## config.mk

```make
export PLATFORM = sky130hd
export DESIGN_NAME = serial_subtractor
export DESIGN_NICKNAME = d
export VERILOG_FILES = /design/src/rtl/serial_subtractor_pkg.sv /design/src/rtl/serial_subtractor_full_sub.sv /design/src/rtl/serial_subtractor.sv
export SDC_FILE = /design/constraint.sdc
export NUM_CORES = 1
export LEC_CHECK = 0
export CAP_MARGIN = 20
export CORE_ASPECT_RATIO = 0.9
export CORE_MARGIN = 2
export CORE_UTILIZATION = 52
export DETAILED_ROUTE_END_ITERATION = 8
export PLACE_DENSITY = 0.89
export SKIP_LAST_GASP = 1
export SYNTH_ARGS = -nofsm -noshare
export SYNTH_HDL_FRONTEND = slang
export SYNTH_SLANG_ARGS = --single-unit
```

## constraint.sdc

```tcl
create_clock -name clk -period 1.9 [get_ports clk]
set_input_delay 0.57 -clock clk [delete_from_list [all_inputs] [get_ports clk]]
set_output_delay 0.57 -clock clk [all_outputs]
set_load 0.1 [all_outputs]
```

## src/rtl/serial_subtractor_pkg.sv

```systemverilog
// Shared definitions for the bit-serial arithmetic blocks.
//   state_t         : serial sequencer state encoding (2'b11 is illegal)
//   full_sub_borrow : borrow-out of a one-bit full subtractor (x - y - bin)
package serial_subtractor_pkg;

  typedef enum logic [1:0] {
    ST_IDLE  = 2'b00,
    ST_SHIFT = 2'b01,
    ST_DONE  = 2'b10
  } state_t;

  // Borrow out of x - y - bin.
  function automatic logic full_sub_borrow(input logic x, input logic y, input logic bin);
    return (~x & y) | (~(x ^ y) & bin);
  endfunction

endpackage

```

## src/rtl/serial_subtractor_full_sub.sv

```systemverilog
// One-bit full subtractor, combinational: d = x - y - bin, bout = borrow out.
// Ports:
//   x, y, bin : minuend bit, subtrahend bit, borrow in
//   d, bout   : difference bit, borrow out
module full_sub
  import serial_subtractor_pkg::*;
(
  input  logic x,
  input  logic y,
  input  logic bin,
  output logic d,
  output logic bout
);

  assign d    = x ^ y ^ bin;
  assign bout = full_sub_borrow(x, y, bin);

endmodule

```

## src/rtl/serial_subtractor.sv

```systemverilog
// Bit-serial WIDTH-bit subtractor, diff = a - b, LSB first, one bit per clock.
// Ports:
//   clk, rst          : rising-edge clock, synchronous active-high reset
//   start, a, b       : request and operands, sampled only in IDLE
//   busy              : high while in SHIFT or DONE
//   done              : one-cycle strobe when diff/bout/ovf are updated
//   diff, bout, ovf   : result, final borrow (a < b), signed overflow; held until next DONE
module serial_subtractor
  import serial_subtractor_pkg::*;
#(
  parameter int unsigned WIDTH = 8
) (
  input  logic             clk,
  input  logic             rst,
  input  logic             start,
  input  logic [WIDTH-1:0] a,
  input  logic [WIDTH-1:0] b,
  output logic             busy,
  output logic             done,
  output logic [WIDTH-1:0] diff,
  output logic             bout,
  output logic             ovf
);

  localparam int unsigned CNT_W = $clog2(WIDTH + 1);

  state_t             state;
  logic [WIDTH-1:0]   a_sr;
  logic [WIDTH-1:0]   b_sr;
  logic [WIDTH-1:0]   res_sr;
  logic               borrow;
  logic [CNT_W-1:0]   cnt;
  logic               a_msb;
  logic               b_msb;

  logic               d_bit;
  logic               b_next;
  logic [WIDTH-1:0]   res_next;

  full_sub u_full_sub (
    .x    (a_sr[0]),
    .y    (b_sr[0]),
    .bin  (borrow),
    .d    (d_bit),
    .bout (b_next)
  );

  // New difference bit enters at the MSB; written as a shift so WIDTH=1 needs no special slice.
  assign res_next = (res_sr >> 1) | (WIDTH'(d_bit) << (WIDTH - 1));

  // Sequencer and datapath.
  always_ff @(posedge clk) begin
    if (rst) begin
      state  <= ST_IDLE;
      busy   <= 1'b0;
      done   <= 1'b0;
      diff   <= '0;
      bout   <= 1'b0;
      ovf    <= 1'b0;
      a_sr   <= '0;
      b_sr   <= '0;
      res_sr <= '0;
      borrow <= 1'b0;
      cnt    <= '0;
      a_msb  <= 1'b0;
      b_msb  <= 1'b0;
    end else begin
      case (state)
        ST_IDLE: begin
          done <= 1'b0;
          if (start) begin
            a_sr   <= a;
            b_sr   <= b;
            a_msb  <= a[WIDTH-1];
            b_msb  <= b[WIDTH-1];
            res_sr <= '0;
            borrow <= 1'b0;
            cnt    <= '0;
            busy   <= 1'b1;
            state  <= ST_SHIFT;
          end
        end
        ST_SHIFT: begin
          a_sr   <= a_sr >> 1;
          b_sr   <= b_sr >> 1;
          res_sr <= res_next;
          borrow <= b_next;
          cnt    <= cnt + CNT_W'(1);
          if (cnt == CNT_W'(WIDTH - 1)) begin
            // Last bit: d_bit is the result MSB, b_next the final borrow.
            diff  <= res_next;
            bout  <= b_next;
            ovf   <= (a_msb != b_msb) && (d_bit != a_msb);
            done  <= 1'b1;
            state <= ST_DONE;
          end
        end
        ST_DONE: begin
          done  <= 1'b0;
          busy  <= 1'b0;
          state <= ST_IDLE;
        end
        default: begin
          done  <= 1'b0;
          busy  <= 1'b0;
          state <= ST_IDLE;
        end
      endcase
    end
  end

endmodule

```

Yosys cells after proc, flatten, opt, wreduce, memory -nomap -nowiden
Index checks and enable logic that the tools add are counted.

$add $sub $neg: 1. $mul: 0. Div/mod/pow operators: 0. Order comparisons: 0. Equality and inequality tests: 6. Shift operators: 0. Mux-type cells: 15. Bitwise gates (word level): 9. Reduce and logical (&&, ||, !) cells: 9.

Operators by type and width (number): 8-bit one-hot mux with 2 select lines (3); 8-bit two-way mux (3); 2-bit AND reduction (5); 7-bit by 8-bit OR with 8-bit output (1); 4-bit one-hot mux with 2 select lines (1); 4-bit by 1-bit adder with 4-bit output (second input constant) (1); 4-bit by 3-bit == test with 1-bit output (second input constant) (1); 2-bit two-way mux (2); 4-bit two-way mux (1); 2-bit != test (second input constant) (2); 1-bit one-hot mux with 2 select lines (2); 2-bit one-hot mux with 2 select lines (1); 1-bit NOT (3); 1-bit bitwise AND (2); 2-bit by 1-bit == test with 1-bit output (second input constant) (1); 2-bit logical NOT (1); 1-bit two-way mux (2); 1-bit != test (2); 2-bit nonzero test (1); 2-bit OR reduction (1); 1-bit XOR (2); 1-bit logical AND (1); 1-bit OR (1).

Register bits after elaboration: 45. Latch bits: 0. RAM bits: 0. Bits in read-only memories: 0. Output and inout bits: 12. Memories kept: 0.

Longest topological paths before layout
Word-level depth: 5. Mapped depth: 5. Mapped depth without buffers: 5.

Modules after synthesis
Synthesis repeated with hierarchy kept, for this count alone.

Cell total of the unflattened synthesis: 211. Area, all modules: 1889.3 sq um.

Modules (own cells, without submodules): serial_subtractor (instances 1, cells each 207, area an instance 1858.0 sq um, sequential area each 880.8 sq um); full_sub (instances 1, cells each 4, area an instance 31.3 sq um, sequential area each 0.0 sq um).

Worst setup path before layout
No wires, ideal clock.

Path type: register to output. Start: register bout. End: output port bout. Arrival time: 925 ps. Data required time: 1330 ps. Path slack: 405 ps. Stages on the path, launching flop included: 1. Buffers on the path: 0. Cells stage by stage: dfxtp_1.

RTL lines: start: declaration (RTL line serial_subtractor.sv:21) `output logic bout,`; start signal: assignment (RTL line serial_subtractor.sv:92) `bout <= b_next;`.

No word-level cell between the ends.

Worst setup path after layout
Start: input port start. End: register b_sr[6].

Cells in the longest elaborated chain, start to end: 2.

RTL lines: start: declaration (RTL line serial_subtractor.sv:15) `input logic start,`; 2-bit != test (no source line); 2-bit AND reduction (no source line); end signal: assignment (RTL line serial_subtractor.sv:85) `b_sr <= b_sr >> 1;`; end: declaration (RTL line serial_subtractor.sv:29) `logic [WIDTH-1:0] b_sr;`.

Every way passes these cells. A chain may end at the register's enable or synchronous reset.

==> results.json <==
{
  "outcome": "finished, final reports clean",
  "antenna_found_initial": 0,
  "die_h_um": 62.0,
  "portBuffers": 30,
  "async_flop_share": 0,
  "slew_headroom": 0.681,
  "leakagePower_nw": 1.06,
  "insertion_delay_ns": 0.30,
  "fp.coreArea_um2": 3650,
  "yosysUniqueCellTypes": 35,
  "ctsHoldBuffers": 0,
  "layoutNonFillerInstCount": 309,
  "hold_ws_ns": 0.468,
  "dp_hpwl_um": 3380,
  "nFillCells": 249,
  "cts_root_buf": "clkbuf_8",
  "start_kind": "input pin",
  "crit_arrival_ns": 1.92,
  "slew_viol_final": 0,
  "start_util": 0.532,
  "setup_viol": 0,
  "placedInstanceArea_um2": 2510,
  "yosys.area.top_type": "dfxtp_1",
  "nets": 283,
  "design_area_um2": 2640,
  "synth_top_area_share": 0.454,
  "synth_area_um2": 1940,
  "multi_input_area_um2": 912,
  "via_count": 1783,
  "clkTransAtPathRegs_ns": 0.08,
  "synth_common_cells": "44 x dfxtp_1, 37 x a21oi_1, 32 x nor2_1",
  "ir_worst_vdd_mv": 0.671,
  "synth_edf_count": 0,
  "syn2layout_area_growth_pct": 35.8,
  "cp-end-kind": "flop",
  "cts_tree": "done",
  "synth_nets": 244,
  "clk_path_buf_depth": 2,
  "postCtsResizedCells": 0,
  "clock.fmax_ghz": 0.602,
  "required_ns": 2.15,
  "num_antenna_cells": 0,
  "cts_num_sinks": 44,
  "grt_pass1_vias": 1615,
  "rsz0062_at_grt": "no",
  "finalHoldViolations": 0,
  "fin_crit_ns": 1.66,
  "gp_congestion": 0.811,
  "fin_skew_ns": 0.00795,
  "drc": 0,
  "postSynthAreaPerCell_um2": 8.71,
  "wire_per_inst_um": 15.5,
  "ant_nets": 0,
  "min_path_type": "flop to flop",
  "post-place-cells": 301,
  "finalCritPeriodShare": 0.875,
  "ios": 31,
  "synth.most_common_cell": "dfxtp_1",
  "synth_seq_cells": 44,
  "cts_setup_buffers": 0,
  "cellPowerDensity_nw_per_um2": 802,
  "first_pass_iters": 4,
  "setup_ws_ns": 0.238,
  "timing.setup.tns_ns": 0,
  "drt_iter0_markers": 152,
  "track_usage": 0.256,
  "die_w_um": 68.4,
  "core.rowCount": 21,
  "grt_max_degree": 24,
  "die-area_um2": 4240,
  "cts-buffers-inserted": 5,
  "place_ws_ns": -0.00961,
  "viasPerCell": 5.77,
  "synth_seq_area_share": 0.454,
  "path_class": "input pin to flop",
  "worst_slew_pin_slew_ns": 0.479,
  "grt_pass1_wl_um": 7800,
  "synthFlopType": "dfxtp_1",
  "yosysWarnings": 0,
  "regArea_um2": 881,
  "drt_wl_total_um": 4790,
  "drv_cap": 0,
  "final_layout_size_suffix_gt1_frac": 0.202,
  "ys_top_cells_by_area": "dfxtp_1 45%, a21oi_1 9.5%, o221a_2 6.4%",
  "grt_overflow_total": 0,
  "worstPathMaxFanout": 11,
  "cts_htree_levels": 2,
  "synthCells": 223
}
==> worst max-delay path, cell delays in order <==
cell             delay (ns)
clkdlybuf4s50_1        0.53
buf_4                  0.23
buf_12                 0.14
nor2_1                 0.05
a21oi_1                0.18
o221a_2                0.23
==> placed cells by master, fill, tap and decap left out, types with 2 or more instances in the layout <==
master and instances:
o2bb2ai_1 2, a22o_1 8, mux2i_1 3, a311oi_1 2, a21oi_1 37, nor2b_1 5, a221o_1 2, o221a_2 11
clkbuf_8 7, o22ai_1 2, inv_1 16, nand2_1 5, nand3_1 9, and3b_1 2, dfxtp_1 44, o21ai_0 9
nor2_1 32, buf_12 15, and2_1 3, clkdlybuf4s50_1 18, buf_4 16
==> state kept, by name, indices dropped and copies added, names as in the netlist <==
name    cells
a_msb       1
a_sr        8
b_msb       1
b_sr        8
borrow      1
bout        1
busy        1
cnt         4
diff        8
done        1
ovf         1
res_sr      7
state       2
==> worst paths after layout <==
| check | cells after the start | end | startpoint | slack [ns] |
|---|---|---|---|---|
| max | 6 | b_sr[6]$_SDFFE_PP0P_ | start | 0.24 |
| max reg2reg | 4 | b_sr[1]$_SDFFE_PP0P_ | state[1]$_SDFFE_PP0P_ | 0.32 |
| min reg2reg | 1 | borrow$_SDFFE_PP0P_ | borrow$_SDFFE_PP0P_ | 0.47 |
| min | 1 | borrow$_SDFFE_PP0P_ | borrow$_SDFFE_PP0P_ | 0.47 |
==> area by class of cell <==
class	count	share of cell area
sequential	44	0.334
inverter	16	0.0228
tap	46	0.0218
clock inverter	1	0.0114
clock buffer	7	0.0365
timing repair buffer	49	0.228
multi-input combinational	146	0.346
==> metal layers <==
layer / vias up / track usage / routed length, um
met5: - / 0 / 0
met4: 0 / 0.117 / 94
met3: 9 / 0.0685 / 246
met2: 57 / 0.396 / 2390
met1: 849 / 0.337 / 2060
li1: 868 / - / -
==> logic make-up (layout without fill, tap and decap cells) <==
logic type                 Yosys count  in the layout  synth area share
and+or+nand+nor                     63             63             0.158
DFF                                 44             44             0.454
adders and majority gates            2              2            0.0168
muxes                                4              4            0.0213
buffers and inverters               33             73            0.0767
AOI/OAI and AO/OA                   77             77             0.274
==> power breakdown <==
group | switching [mW] | internal [mW] | total (mW)
Sequential | 0.0444 | 0.971 | 1.02
Clock | 0.313 | 0.464 | 0.777
Combinational | 0.163 | 0.159 | 0.322
Total | 0.521 | 1.59 | 2.11
==> metrics by stage <==
stage / power [mW] / util
final: 2.11 / 0.722
after global routing: 2.20 / 0.722
after CTS: 2.12 / 0.722
after detailed placement: 1.35 / 0.688
after global placement: 1.34 / 0.688
after floorplan: 1.22 / -
(Power assumes the default switching activity.)
==> patch 1, RTL diff (config.mk and constraints unchanged) <==
Register the output `ovf` once more; this adds one clock of latency there. The other outputs are not delayed to match. Comments in the files are not updated.
--- a/src/rtl/serial_subtractor.sv
+++ b/src/rtl/serial_subtractor.sv
@@ -25,2 +25,4 @@
   localparam int unsigned CNT_W = $clog2(WIDTH + 1);
+
+  logic ovf_s0;
 
@@ -58,3 +60,3 @@
       bout   <= 1'b0;
-      ovf    <= 1'b0;
+      ovf_s0 <= 1'b0;
       a_sr   <= '0;
@@ -92,3 +94,3 @@
             bout  <= b_next;
-            ovf   <= (a_msb != b_msb) && (d_bit != a_msb);
+            ovf_s0 <= (a_msb != b_msb) && (d_bit != a_msb);
             done  <= 1'b1;
@@ -111,2 +113,6 @@
 
+  always_ff @(posedge clk) begin
+    ovf <= ovf_s0;
+  end
+
 endmodule
Check against the original RTL: not equivalent (a bounded check fails within 10 cycles, from zero or initial values and one cycle with rst high).
==> patch 1 against the unedited design <==
Die area increased by 0.96%; setup slack got worse by 51 ps; combinational power decreased by 5%; clock skew decreased by 3.3 ps; critical path type is now reg -> reg; routed wire length decreased by 6.6%; total power decreased by 8.4%; design area decreased by 2.1%; global-route usage decreased by 3.0 points; via count decreased by 3.1%; sequential share of layout area increased by 1.5 points; sequential cell count increased by 1; highest routed layer unchanged; synthesized area increased by 1.0%; largest cell class unchanged.
==> patch 1: results (changes against the unedited design) <==
Route
  – Routed wire length: 4470 um (was 4790 um)
  – Vias per cell: 5.66 (was 5.77)
  – M1 WL: 2100 um (was 2060 um)
  – DRT iter0 DRCs: 155 (was 152)
  – Routed wl met3: 214 um (was 246 um)
  – Met2 routed WL: 2080 um (was 2390 um)

Global routing
  – Grt met3 use: 4.89% (was 6.85%)
  – First-pass GRT wire length: 7300 um (was 7800 um)
  – Total GRT Usage: 22.6% (was 25.6%)
  – Vias in the first global route: 1583 (was 1615)
  – Met1 usage: 32.5% (was 33.7%)
  – Met2 usage in global routing: 33.1% (was 39.6%)
  – Largest net degree at the start of global routing: 22 (was 24)

Timing
  – Worst Skew: 4.68 ps (was 7.95 ps)
  – Setup ws final: 187 ps (was 238 ps)
  – Worst Tran Pin Value: 483 ps (was 479 ps)
  – WHS: 359 ps (was 468 ps)

Final layout
  – Nets@finish: 280 (was 283)
  – Registers with the most flip-flops: a_sr (8), b_sr (8), diff (8) (unchanged)
  – Share of post-route cells with drive strength above 1: 18.5% (was 20.2%)

Synthesis
  – Synthesized Nets: 245 (was 244)
  – Most common library cells after synthesis: dfxtp_1 (45), a21oi_1 (37), nor2_1 (32) (was dfxtp_1 (44), a21oi_1 (37), nor2_1 (32))
  – Synth cell types: 35 (unchanged)
  – Synth area leaders: dfxtp_1 (46%), a21oi_1 (9.4%), o221a_2 (6.3%) (was dfxtp_1 (45%), a21oi_1 (9.5%), o221a_2 (6.4%))
  – Seq/Total Area, Yosys: 45.9% (was 45.4%)

Power
  – Clock network power: 592 uW (was 777 uW)
  – Worst vdd ir: 0.000574 V (was 0.000671 V)
  – Leakage: 1.02 nW (was 1.06 nW)
  – Combinational Power Share: 15.7% (was 15.2%)

Placement
  – Placed Area: 2490 sq um (was 2510 sq um)
  – Setup WS pre-CTS: -118 ps (was -9.61 ps)
  – GP Congestion: 0.867 (was 0.811)
  – Detail Placement HPWL: 3190 um (was 3380 um)

Run status
  – Status: complete, no violations (unchanged)

Clocking
  – Clock Path Buffers: 2 (unchanged)
## patch 1: cell count changes in the layout (fill, tap and decap cells not counted)
cell / unedited run / this run
dfxtp_1: 44 / 45
clkbuf_8: 7 / 6
nor4b_2: 0 / 1
buf_12: 15 / 14
bufinv_16: 1 / 0
nor4b_1: 1 / 0
buf_4: 16 / 13
clkbuf_1: 0 / 1
## patch 1: final cells by class
cell class	count	area (sq um)
Fill cell	293	1100
Multi-Input combinational cell	146	918
Sequential cell	45	901
Timing Repair Buffer	45	558
Clock buffer	7	86.3
Inverter	16	60.1
Tap cell	46	57.6
## patch 1: per-stage QoR
stage / std cells / total power [mW] / setup TNS (ps)
floorplan: 224 / 1.24 / 0
global placement: 298 / 1.35 / -69.1
detailed placement: 298 / 1.36 / -233
CTS: 305 / 1.94 / 0
global route: 305 / 2.01 / 0
finish: 305 / 1.94 / 0
## patch 1: cells by family (layout without fill, tap and decap cells)
logic type               count (synthesis)  after routing  share of synthesized area, %
AO/OA/AOI/OAI                           77             77                          27.1
adder cells (fa/ha/maj)                  2              2                          1.66
buffers and inverters                   33             68                          7.59
flip-flops                              45             45                          45.9
multiplexers                             4              4                          2.10
AND/OR/NAND/NOR                         63             63                          15.6
## patch 1: worst max-delay path, cell delays in order, from the launching register on
cell and delay [ps]:
dfxtp_1 620, nand2b_1 330, nor2_1 330, buf_4 220, a22o_1 150
## patch 1: repair_timing
action / CTS / global route
setup endpoints to repair: 0 / 2
hold buffers: 0 / 0
resized for setup: 0 / 1
## patch 1: final timing paths
check	start	endpoint	depth (start not counted)
setup / recovery	state[0]	res_sr[6]	4
hold / removal	ovf_s0	ovf	0
setup reg to reg	state[0]	res_sr[6]	4
hold reg to reg	ovf_s0	ovf	0
==> patch 2, RTL diff (same flow settings) <==
Without the edit above. `WIDTH`: 8 -> 16.
--- a/src/rtl/serial_subtractor.sv
+++ b/src/rtl/serial_subtractor.sv
@@ -10,3 +10,3 @@
 #(
-  parameter int unsigned WIDTH = 8
+  parameter int unsigned WIDTH = 16
 ) (
Interface: changed (resized a, b and diff); port bits go from 31 to 55. The function was not compared with the original's and may differ.
==> patch 2 against the unedited design <==
The flow now finishes with violations (design-rule violations); routed wire length increased by 57%; fmax down 5.4%; design area is 57% higher; first-iteration DRC count grew 25%; setup slack got worse by 95 ps; non-clock buffer count increased by 22; synthesized area grew 62%; sequential power grew 74%; combinational power rose by 38%; critical path type is now reg -> reg; total power is 58% higher; sequential cell count grew 33.
==> patch 2: results (changes against the unedited design) <==
Final layout
  – Layout Cells excl Fill: 469 (was 309)
  – Fill count: 399 (was 249)
  – Share of post-route cells with drive strength above 1: 17.5% (was 20.2%)
  – Registers with the most flip-flops: a_sr (16), b_sr (16), diff (16) (was a_sr (8), b_sr (8), diff (8))

Clocking
  – CTS buffer count: 9 (was 5)

Route
  – DRT Pass-1 Iters: 7 (was 4)
  – DR DRC count: 3 (was 0)
  – DRT iter0 DRCs: 190 (was 152)
  – Wirelength per Cell: 16.0 um (was 15.5 um)
  – Vias post-DR: 2738 (was 1783)

Placement
  – Setup WS pre-CTS: -182 ps (was -9.61 ps)
  – I/O Buffers: 54 (was 30)
  – GP Congestion: 0.848 (was 0.811)

Global routing
  – Total GRT Usage: 24.3% (was 25.6%)
  – First-pass GRT wire length: 12800 um (was 7800 um)
  – Largest net degree at the start of global routing: 30 (was 24)

Synthesis
  – Synthesized Nets: 377 (was 244)
  – Most common library cells after synthesis: dfxtp_1 (77), nor2_1 (46), nand2_1 (36) (was dfxtp_1 (44), a21oi_1 (37), nor2_1 (32))
  – Adder-cell share of the synthesized area: 1.43% (was 1.68%)
  – Cells after Synth: 339 (was 223)
  – Synth cell types: 42 (was 35)

Min path
  – Hold Crit Depth: 2 (was 1)

Power
  – Worst vdd ir: 0.000552 V (was 0.000671 V)
  – Clk pwr share: 33.7% (was 36.8%)
  – Power per cell area: 805 nW/um^2 (was 802 nW/um^2)
  – Leakage: 1.54 nW (was 1.06 nW)
  – P_int: 2.40 mW (was 1.59 mW)

Critical path
  – Critical path's largest stage delay: 370 ps (was 530 ps)
  – Critical Path AT: 2030 ps (was 1920 ps)
  – Slowest CP cell: dfxtp_1 (was clkdlybuf4s50_1)

Timing
  – Worst Tran Pin Value: 741 ps (was 479 ps)
  – Worst Skew: 9.20 ps (was 7.95 ps)

Run status
  – Status: finished, violations left (was complete, no violations)
  – Failing checks: design-rule violations
==> patch 2: cell count changes after synthesis, moves of 7 or more <==
cell | unedited run | this run
o2bb2ai_1 | 2 | 17
o221a_2 | 11 | 2
nand2_1 | 5 | 36
inv_1 | 16 | 6
dfxtp_1 | 44 | 77
nand3_1 | 9 | 2
a22o_1 | 8 | 16
a21oi_1 | 37 | 26
nor2_1 | 32 | 46
a211oi_1 | 0 | 19
==> patch 2: cell type report <==
type | instances | area [sq um] | area share (%)
repair buffers | 71 | 876 | 21.2
multi-input cells | 229 | 1430 | 34.6
clock inverters | 7 | 56.3 | 1.36
well taps | 70 | 87.6 | 2.12
inverters | 6 | 22.5 | 0.544
clock buffers | 9 | 124 | 2.99
flip-flops and latches | 77 | 1540 | 37.2
==> patch 2: worst paths after layout <==
kind,start,to,slack (ps)
min,res_sr[1],diff[0],470
max reg2reg,cnt[1],diff[15],140
max,cnt[1],diff[15],140
min reg2reg,res_sr[1],diff[0],470
==> patch 2: metrics by stage <==
step / hold slack [ps] / cell area (sq um)
2_1_floorplan: 432 / 3140
3_3_place_gp: 446 / 3960
3_5_place_dp: 457 / 3960
4_1_cts: 478 / 4140
5_1_grt: 497 / 4140
6_report: 473 / 4140
==> patch 2: per-layer routing <==
metal | share of wire, % | wire, um | vias to the layer above | GRT usage [%]
li1 | - | - | 1325 | -
met4 | 1.9 | 141 | 0 | 7.14
met2 | 50 | 3760 | 94 | 40.6
met5 | 0 | 0 | - | 0
met1 | 42 | 3190 | 1303 | 30.3
met3 | 5.5 | 415 | 16 | 7.23
==> patch 2: worst reg2reg max path, cell delays in order (launching register included) <==
cell and delay, ps:
dfxtp_1 370, ha_1 190, and3_1 170, ha_1 270
and3b_2 340, buf_4 170, nand2_1 50, a21oi_1 130
